### config.mk
export PLATFORM = sky130hd
export DESIGN_NAME = switch_allocator
export DESIGN_NICKNAME = d
export VERILOG_FILES = /design/src/rtl/noc_pkg.sv /design/src/rtl/rr_arbiter.sv /design/src/rtl/switch_allocator.sv
export SDC_FILE = /design/constraint.sdc
export NUM_CORES = 1
export LEC_CHECK = 0
export BUFFER_PORTS_ARGS = -buffer_cell sky130_fd_sc_hd__buf_2
export CAP_MARGIN = 20
export CORE_MARGIN = 2
export CORE_UTILIZATION = 57
export CTS_BUF_LIST = sky130_fd_sc_hd__clkbuf_8
export DETAILED_ROUTE_END_ITERATION = 7
export PLACE_DENSITY = 0.81
export SYNTH_ARGS = -nofsm -noshare
export SYNTH_HDL_FRONTEND = slang
export SYNTH_SLANG_ARGS = --single-unit
### constraint.sdc
create_clock -name clk -period 6.12 [get_ports clk]
set_clock_uncertainty 0.1 [all_clocks]
set_input_delay 0.306 -clock clk [delete_from_list [all_inputs] [get_ports clk]]
set_output_delay 0.306 -clock clk [all_outputs]
set_load 0.05 [all_outputs]
### src/rtl/noc_pkg.sv
// Shared NoC definitions: port indices, flit field positions and the XY routing function.
package noc_pkg;

  localparam int FLIT_W    = 16;
  localparam int NUM_PORTS = 5;

  localparam int P_N = 0;
  localparam int P_S = 1;
  localparam int P_E = 2;
  localparam int P_W = 3;
  localparam int P_L = 4;

  localparam int HEAD_BIT = 15;
  localparam int TAIL_BIT = 14;
  localparam int DX_MSB   = 13;
  localparam int DX_LSB   = 10;
  localparam int DY_MSB   = 9;
  localparam int DY_LSB   = 6;

  typedef logic [2:0] port_idx_t;

  typedef enum logic {
    OUT_IDLE,
    OUT_LOCKED
  } out_state_e;

  // X is resolved completely before Y, which keeps XY routing deadlock-free on a mesh.
  function automatic port_idx_t xy_route(
    input logic [3:0] dst_x,
    input logic [3:0] dst_y,
    input logic [3:0] my_x,
    input logic [3:0] my_y
  );
    port_idx_t r;
    if (dst_x > my_x)      r = port_idx_t'(P_E);
    else if (dst_x < my_x) r = port_idx_t'(P_W);
    else if (dst_y > my_y) r = port_idx_t'(P_N);
    else if (dst_y < my_y) r = port_idx_t'(P_S);
    else                   r = port_idx_t'(P_L);
    return r;
  endfunction

endpackage

### src/rtl/rr_arbiter.sv
// Five-way round-robin arbiter; the pointer moves one past the winner whenever a grant is taken.
module rr_arbiter
  import noc_pkg::*;
(
  input  logic                 clk,
  input  logic                 rst,
  input  logic [NUM_PORTS-1:0] req_i,
  input  logic                 advance_i,
  output logic [NUM_PORTS-1:0] grant_o,
  output port_idx_t            grant_idx_o
);

  port_idx_t ptr_q;
  port_idx_t ptr_d;
  port_idx_t cand;

  // Scan from the farthest offset down so the requester closest to the pointer is the last one written.
  always_comb begin
    grant_o     = '0;
    grant_idx_o = '0;
    cand        = '0;
    for (int k = NUM_PORTS - 1; k >= 0; k--) begin
      cand = port_idx_t'((int'(ptr_q) + k) % NUM_PORTS);
      if (req_i[cand]) begin
        grant_o       = '0;
        grant_o[cand] = 1'b1;
        grant_idx_o   = cand;
      end
    end
  end

  always_comb begin
    ptr_d = ptr_q;
    if (advance_i && (|grant_o)) begin
      ptr_d = (grant_idx_o == port_idx_t'(NUM_PORTS - 1)) ? '0 : grant_idx_o + 3'd1;
    end
  end

  always_ff @(posedge clk or posedge rst) begin
    if (rst) ptr_q <= '0;
    else     ptr_q <= ptr_d;
  end

endmodule

### src/rtl/switch_allocator.sv
// Router switch allocator: XY route per input head flit, per-output wormhole lock with round-robin grant,
// and combinational pop / crossbar-select generation for the locked owner.
module switch_allocator
  import noc_pkg::*;
#(
  parameter int MY_X = 0,
  parameter int MY_Y = 0
) (
  input  logic                              clk,
  input  logic                              rst,
  input  logic [NUM_PORTS-1:0]              empty_i,
  input  logic [NUM_PORTS-1:0][FLIT_W-1:0]  head_flit_i,
  input  logic [NUM_PORTS-1:0]              ready_i,
  output logic [NUM_PORTS-1:0]              pop_req_o,
  output logic [NUM_PORTS-1:0][2:0]         sel_o,
  output logic [NUM_PORTS-1:0]              valid_o,
  output logic [NUM_PORTS-1:0]              busy_o
);

  localparam logic [3:0] MY_X_L = 4'(MY_X);
  localparam logic [3:0] MY_Y_L = 4'(MY_Y);

  port_idx_t              route [NUM_PORTS];
  port_idx_t              owner [NUM_PORTS];
  logic [NUM_PORTS-1:0]   in_req;
  logic [NUM_PORTS-1:0]   in_locked;
  logic [NUM_PORTS-1:0]   fire;

  for (genvar gi = 0; gi < NUM_PORTS; gi++) begin : g_in
    assign route[gi]  = xy_route(head_flit_i[gi][DX_MSB:DX_LSB], head_flit_i[gi][DY_MSB:DY_LSB],
                                 MY_X_L, MY_Y_L);
    // A body flit at the head of an unlocked input is never requested, so it simply stalls there.
    assign in_req[gi] = !empty_i[gi] && head_flit_i[gi][HEAD_BIT] && !in_locked[gi];
  end

  always_comb begin
    in_locked = '0;
    for (int o = 0; o < NUM_PORTS; o++) begin
      if (busy_o[o]) in_locked[owner[o]] = 1'b1;
    end
  end

  always_comb begin
    pop_req_o = '0;
    for (int o = 0; o < NUM_PORTS; o++) begin
      if (fire[o]) pop_req_o[owner[o]] = 1'b1;
    end
  end

  for (genvar gi = 0; gi < NUM_PORTS; gi++) begin : g_out
    out_state_e           state_q, state_d;
    port_idx_t            owner_q, owner_d;
    logic [NUM_PORTS-1:0] arb_req;
    logic [NUM_PORTS-1:0] arb_grant;
    port_idx_t            arb_idx;
    logic                 fire_l;

    always_comb begin
      arb_req = '0;
      for (int i = 0; i < NUM_PORTS; i++) begin
        arb_req[i] = (state_q == OUT_IDLE) && in_req[i] && (route[i] == port_idx_t'(gi));
      end
    end

    rr_arbiter u_arb (
      .clk         (clk),
      .rst         (rst),
      .req_i       (arb_req),
      .advance_i   (state_q == OUT_IDLE),
      .grant_o     (arb_grant),
      .grant_idx_o (arb_idx)
    );

    always_comb begin
      state_d = state_q;
      owner_d = owner_q;
      fire_l  = 1'b0;
      case (state_q)
        OUT_IDLE: begin
          if (|arb_grant) begin
            state_d = OUT_LOCKED;
            owner_d = arb_idx;
          end
        end
        OUT_LOCKED: begin
          fire_l = ready_i[gi] && !empty_i[owner_q];
          if (fire_l && head_flit_i[owner_q][TAIL_BIT]) state_d = OUT_IDLE;
        end
        default: state_d = OUT_IDLE;
      endcase
    end

    always_ff @(posedge clk or posedge rst) begin
      if (rst) begin
        state_q <= OUT_IDLE;
        owner_q <= '0;
      end else begin
        state_q <= state_d;
        owner_q <= owner_d;
      end
    end

    assign fire[gi]    = fire_l;
    assign owner[gi]   = owner_q;
    assign busy_o[gi]  = (state_q == OUT_LOCKED);
    assign valid_o[gi] = fire_l;
    assign sel_o[gi]   = fire_l ? owner_q : 3'd0;
  end

  // Payload bits never influence allocation.
  logic unused_payload;
  always_comb begin
    unused_payload = 1'b0;
    for (int i = 0; i < NUM_PORTS; i++) unused_payload = unused_payload ^ (^head_flit_i[i][5:0]);
  end

endmodule

==> flow_summary.toml, run 1 <==
[layout]
layout_commonest_cell = "buf_2"
final_cells = 1114
final_cell_mix = "buf_2, nand2_1, ha_1"
nets = 1126
diodes = 0
n_fill_cell = 1074
fin_area_sq_mm = 0.007373
syn_to_final_growth_pct = 6.951
drive_gt1_share_pct = 16.86

[synthesis]
synth_area_sq_mm = 0.006894
async_flop_share_pct = 100.0
synth_adder_area_share_pct = 12.23
synth_simple_gate_area_share_pct = 29.96
synth_compound_area_share_pct = 30.09
yosys.area.top_type = "ha_1"
synth_xor_area_share_pct = 3.140
synth_seq_cells = 23
synth_ff_type = "dfrtp_1"
avgSynthCellArea_sq_um = 7.526
synth_edf_count = 0
yosysSeqAreaShare_pct = 8.348
synthMuxAreaShare_pct = 8.566
syn_inst = 916
yosysWarnings = 0
synth.distinct_cells = 107
synth.area.top_cells = "ha_1, dfrtp_1, mux2i_1, nand2_1, a21oi_1"
synth_top_area_share_pct = 11.80
synth_top_family_by_area = "compound AO/OA/AOI/OAI gates"

[flow_run]
cap_violations = 0

[timing]
period_share_pct = 88.09
grt_setup_unrepaired = "false"
worstMarginPinSlew_ps = 997.2
finalSetupTns_ps = 0
maxSlewHeadroom_pct = 33.07
finalSetupViolCount = 0
fin_ws_ps = 729.0
max_freq_ghz = 0.1855
fin_crit_ps = 5391
final_max_slew_viol_count = 0
hold_viol = 0

[floorplan]
core_area_sq_mm = 0.01191
die_y_microns = 114.0
ioPinCount = 122
initial_core_util_pct = 57.88
die-area_sq_mm = 0.01299
dieWidth_microns = 114.0
core.rowCount = 40

[critical_path]
path_buf_inv = 1
cp.arrival_ps = 5500
path_delay_family = "compound AO/OA/AOI/OAI gates"
cp_slowest_cell = "xnor2_1"
cp-end-kind = "register"
cpPeakStageDelay_ps = 540
cp_cell_sequence = "inv_1, ha_1, o21ai_1, nand2_1, xnor2_1, ha_1, fa_1, a21boi_0, nand3_1, xnor2_1, mux2i_1, a2bb2oi_1, o21a_1, nand3b_1, o211ai_2, ha_1, or3b_1, a31oi_1"
cp_common_cell = "ha_1"
worst-path-max-fanout = 11
critPathKind = "register to register"
required_ps = 6230
start_kind = "register"

[cts]
h-tree-depth = 1
cts_buffers = 3
cts_tree = "yes"
clock_sinks = 23
clk_pin_slew_ps = 90
cts_root_buf = "clkbuf_8"
worst_skew_pair.late_latency_ps = 280
clock_path_buffers = 2
post-cts-setup-buffers = 0

[placed_design]
dpl.cell_count = 1108
place_area_sq_mm = 0.007291
place_congestion = 0.9768
hpwl_mm = 15.68
place_ws_ps = 825.0
port_buffers = 85

[grt]
antenna_found_initial = 0
track_usage_pct = 30.05
overflow = 0
grt_pass1_wl_mm = 32.19
grt_max_degree = 24
grt_pass1_vias = 6559

[route]
drtPass1Iterations = 5
drc = 0
drt-initial-drc-count = 697
viasPerCell = 6.642
drt-total-wl_mm = 19.78
vias = 7399
antenna_left = 0
detail_route.wl_per_cell_microns = 17.76

[run_status]
status = "finished, final reports clean"

[worst_hold_path]
worstHoldPathType = "input port to register"
layout make-up:
type	instances	area (sq um)	area share, %
multi-input cells	788	5813	78.84
flip-flops and latches	23	575.6	7.806
repair buffers	100	560.5	7.602
inverters	52	195.2	2.647
well taps	147	183.9	2.494
clock buffers	3	41.29	0.5600
clock inverters	1	3.754	0.05091
path summary, 6_finish.rpt:
kind | startpoint | endpoint | slack [ps] | cells past startpoint
setup / recovery | g_out[4].u_arb.ptr_q[1] | g_out[4].u_arb.ptr_q[2] | 730 | 18
hold / removal | ready_i[3] | g_out[3].state_q | 120 | 2
setup reg to reg | g_out[4].u_arb.ptr_q[1] | g_out[4].u_arb.ptr_q[2] | 730 | 18
hold reg to reg | g_out[1].state_q | g_out[1].state_q | 480 | 1
max in group asynchronous | rst | g_out[1].state_q | 4950 | 4
min in group asynchronous | rst | g_out[0].u_arb.ptr_q[0] | 510 | 3
timing repair:
action                                 CTS  global route
endpoints found under the hold margin    0             8
hold buffers                             0             1
resized for setup                        0             0
routing by layer:
metal | global-route usage (%) | share of wire [%]
met1 | 41.26 | 44
met3 | 3.029 | 7.1
met5 | 0 | 0
met4 | 8.618 | 2.8
met2 | 50.12 | 46
stage by stage:
| stage | hold WS (ps) | utilization, % |
|---|---|---|
| final | 116.4 | 61.90 |
| after detailed placement | 414.8 | 61.21 |
| after global routing | 110.6 | 61.90 |
| after global placement | 398.4 | 61.21 |
| after CTS | 113.4 | 61.59 |
| after floorplan | 207.9 | - |
synth_stat cells, types with 17 or more instances:
master / number
a21oi_1: 54
and2_1: 20
buf_4: 17
clkbuf_1: 25
dfrtp_1: 23
ha_1: 65
inv_1: 42
mux2i_1: 35
nand2_1: 83
nand2b_1: 19
nand3_1: 28
nor2_1: 53
nor3_1: 19
o211ai_1: 18
o21ai_0: 36
xnor2_1: 19
registers in the layout, indices dropped and copies added, names as in the netlist:
name / cells
g_out.owner_q: 9
g_out.state_q: 5
g_out.u_arb.ptr_q: 9
worst register-to-register path, delay by kind of cell (launching register included):
kind / cells / cell delay, ps
simple gates: 4 / 830
compound gates: 6 / 1460
fa+ha+maj: 4 / 1050
flops: 1 / 510
xor+xnor: 2 / 750
mux: 1 / 320
buf+inv: 1 / 290
kinds of logic (layout without fill, tap and decap cells):
group / count (synthesis) / count (layout)
AO/OA/AOI/OAI: 283 / 283
XOR/XNOR: 23 / 23
adder cells (fa/ha/maj): 67 / 67
buffers and inverters: 110 / 156
flip-flops: 23 / 23
multiplexers: 49 / 49
other: 1 / 6
AND/OR/NAND/NOR: 360 / 360
Power of run 1 is left out: the tool's default activity adds up to more than one toggle a clock period on the data nets, which glitch-free logic cannot reach.
==> run 2, diff against run 1 <==
--- a/config.mk
+++ b/config.mk
@@ -5,13 +5,14 @@
 export SDC_FILE = /design/constraint.sdc
 export NUM_CORES = 1
 export LEC_CHECK = 0
-export BUFFER_PORTS_ARGS = -buffer_cell sky130_fd_sc_hd__buf_2
 export CAP_MARGIN = 20
 export CORE_MARGIN = 2
 export CORE_UTILIZATION = 57
 export CTS_BUF_LIST = sky130_fd_sc_hd__clkbuf_8
 export DETAILED_ROUTE_END_ITERATION = 7
-export PLACE_DENSITY = 0.81
+export DONT_BUFFER_PORTS = 1
+export PLACE_DENSITY = 0.72
 export SYNTH_ARGS = -nofsm -noshare
 export SYNTH_HDL_FRONTEND = slang
+export SYNTH_HIERARCHICAL = 1
 export SYNTH_SLANG_ARGS = --single-unit
==> flow_summary.toml, run 2 <==
[timing]
final_max_slew_viol_count = 0
finalSetupViolCount = 0
maxSlewHeadroom_pct = 22.65
max_freq_ghz = 0.1771
hold_viol = 0
period_share_pct = 92.25
grt_setup_unrepaired = "false"
fin_crit_ps = 5646
worstMarginPinSlew_ps = 1178
finalSetupTns_ps = 0

[cts]
clock_path_buffers = 2
h-tree-depth = 2
cts_tree = "yes"
cts_root_buf = "clkbuf_8"
cts_resized = 0
clk_pin_slew_ps = 80
worst_skew_pair.late_latency_ps = 310
cts_buffers = 5
clock_sinks = 35

[floorplan]
core_area_sq_mm = 0.02189
initial_core_util_pct = 58.37
dieWidth_microns = 153.7
die-area_sq_mm = 0.02363
die_y_microns = 153.7
core.rowCount = 54
ioPinCount = 122

[critical_path]
cp_slowest_cell = "dfrtp_1"
rrSetupSlack_ps = 470
cpPeakStageDelay_ps = 580
critPathKind = "register to register"
cp.arrival_ps = 5750
path_delay_family = "compound AO/OA/AOI/OAI gates"
worst-path-max-fanout = 11
cp-end-kind = "register"
start_kind = "register"
ff2ff_path_depth = 20
r2r_end = "g_out[0].owner_q[0]"
path_buf_inv = 2
cp_cell_sequence = "inv_1, ha_1, o21a_1, a21oi_1, xnor2_1, ha_1, fa_1, a21bo_2, a211o_1, mux2_2, mux2i_1, a22o_1, o211ai_1, o221ai_1, a41oi_2, inv_1, or4_1, nor2_1, nor2_1, mux2_2"
required_ps = 6220
timing.rr.start = "g_out[0].u_arb/ptr_q[2]"

[worst_hold_path]
worstHoldPathType = "input port to register"
holdPathStages = 3
holdPathEnd = "g_out[3].state_q"
hold_start = "head_flit_i[46]"

[route]
drt-total-wl_mm = 37.45
antenna_left = 0
vias = 13410
drt-initial-drc-count = 857
detail_route.wl_per_cell_microns = 18.84
drc = 0
drtPass1Iterations = 5
viasPerCell = 6.744

[synthesis]
synth.distinct_cells = 119
yosysWarnings = 6
yosys.area.top_type = "ha_1"
yosysSeqAreaShare_pct = 6.854
synth_seq_cells = 35
synth_commonest_cells = "nor2_1, nand2_1, ha_1"
synth_area_sq_mm = 0.01278
synth_ff_type = "dfrtp_1"
avgSynthCellArea_sq_um = 7.357
syn_inst = 1737
synth_top_area_share_pct = 10.09
async_flop_share_pct = 100.0
synth_edf_count = 0
synth.area.top_cells = "ha_1, dfrtp_1, nor2_1, nand2_1, mux2i_1"
synth.most_common_cell = "nor2_1"

[grt]
grt_pass1_vias = 12430
track_usage_pct = 30.69
grt_max_degree = 34
grt_pass1_wl_mm = 61.91
antenna_found_initial = 0
overflow = 0

[layout]
multi_input_area_sq_mm = 0.01100
diodes = 0
drive_gt1_share_pct = 11.53
n_fill_cell = 2044
nets = 1903
final_cell_mix = "nor2_1, nand2_1, ha_1"
syn_to_final_growth_pct = 3.172
seq_area_sq_um = 875.8
reg.largest.list = "g_out.owner_q (15), g_out.u_arb/ptr_q (15), g_out.state_q (5)"
layout_commonest_cell = "nor2_1"

[run_status]
status = "finished, final reports clean"

[placed_design]
place_congestion = 0.9888
hpwl_mm = 29.14
port_buffers = 0

[flow_run]
cap_violations = 0
## run 2: changes by cell type in the layout (fill, tap and decap cells not counted), sizes merged, moves of 44 or more
cell   before  now
nand3      28   81
nor2       53  129
o21ai      46   92
nand2      83  127
buf        99   47
inv        50  111
## run 2: timing repair
item | in CTS | in global routing
setup buffers | 0 | 0
hold buffers | 1 | 0
endpoints found under the setup margin | 0 | 0
endpoints found under the hold margin | 35 | 0
## run 2: layer usage
metal	wire length [microns]	vias up	part of all wire (%)	global-route usage, %
met5	0	-	0	0
met4	1237	0	3.3	10.79
met3	2825	86	7.5	4.425
met2	17470	531	47	51.75
met1	15910	6273	42	40.05
li1	-	6517	-	-
## run 2: how the worst max path moves through the flow
| stage | start | depth (start not counted) | to |
|---|---|---|---|
| floorplan | g_out[2].u_arb/ptr_q[0] | 22 | g_out[2].owner_q[0] |
| global placement | g_out[0].u_arb/ptr_q[2] | 20 | g_out[0].owner_q[1] |
| detailed placement | g_out[0].u_arb/ptr_q[2] | 20 | g_out[0].owner_q[2] |
| CTS | g_out[0].u_arb/ptr_q[2] | 20 | g_out[0].owner_q[0] |
| global route | g_out[0].u_arb/ptr_q[2] | 20 | g_out[0].owner_q[0] |
| finish | g_out[0].u_arb/ptr_q[2] | 20 | g_out[0].owner_q[0] |
## run 2: metrics by stage
step | worst slack [ps] | hold slack (ps) | cells | instance area, sq um | utilization [%]
2_1_floorplan | 767.3 | -40.36 | 1756 | 12850 | -
3_3_place_gp | 679.2 | -31.52 | 1977 | 13020 | 59.48
3_5_place_dp | 597.0 | -29.27 | 1977 | 13020 | 59.48
4_1_cts | 549.5 | 136.0 | 1986 | 13170 | 60.15
5_1_grt | 176.9 | 153.2 | 1988 | 13180 | 60.23
6_report | 474.3 | 141.1 | 1988 | 13180 | 60.23
## run 2: cell type report
cell class,instances,area share (%)
timing repair buffer,50,2.885
tap,280,2.657
sequential,35,6.643
inverter,116,3.322
clock inverter,3,0.5125
multi-input combinational,1499,83.46
clock buffer,5,0.5220
## run 2: kinds of logic after synthesis
group / after synthesis / synth area share, %
buf+inv: 222 / 7.677
other cells: 1 / 0.02935
compound gates: 555 / 34.02
xor+xnor: 43 / 3.241
flops: 35 / 6.854
simple gates: 694 / 30.87
mux: 80 / 6.834
fa+ha+maj: 107 / 10.48
## run 2: worst register-to-register path: cells and delay by family (launching register included)
| kind | cells | cell delay (ps) |
|---|---|---|
| xor gates and xnor gates | 1 | 110 |
| DFF | 1 | 580 |
| adders and majority gates | 3 | 980 |
| buffers and inverters | 2 | 290 |
| AOI/OAI and AO/OA | 8 | 1820 |
| muxes | 3 | 850 |
| and+or+nand+nor | 3 | 790 |
Power of run 2 is left out for the same reason.
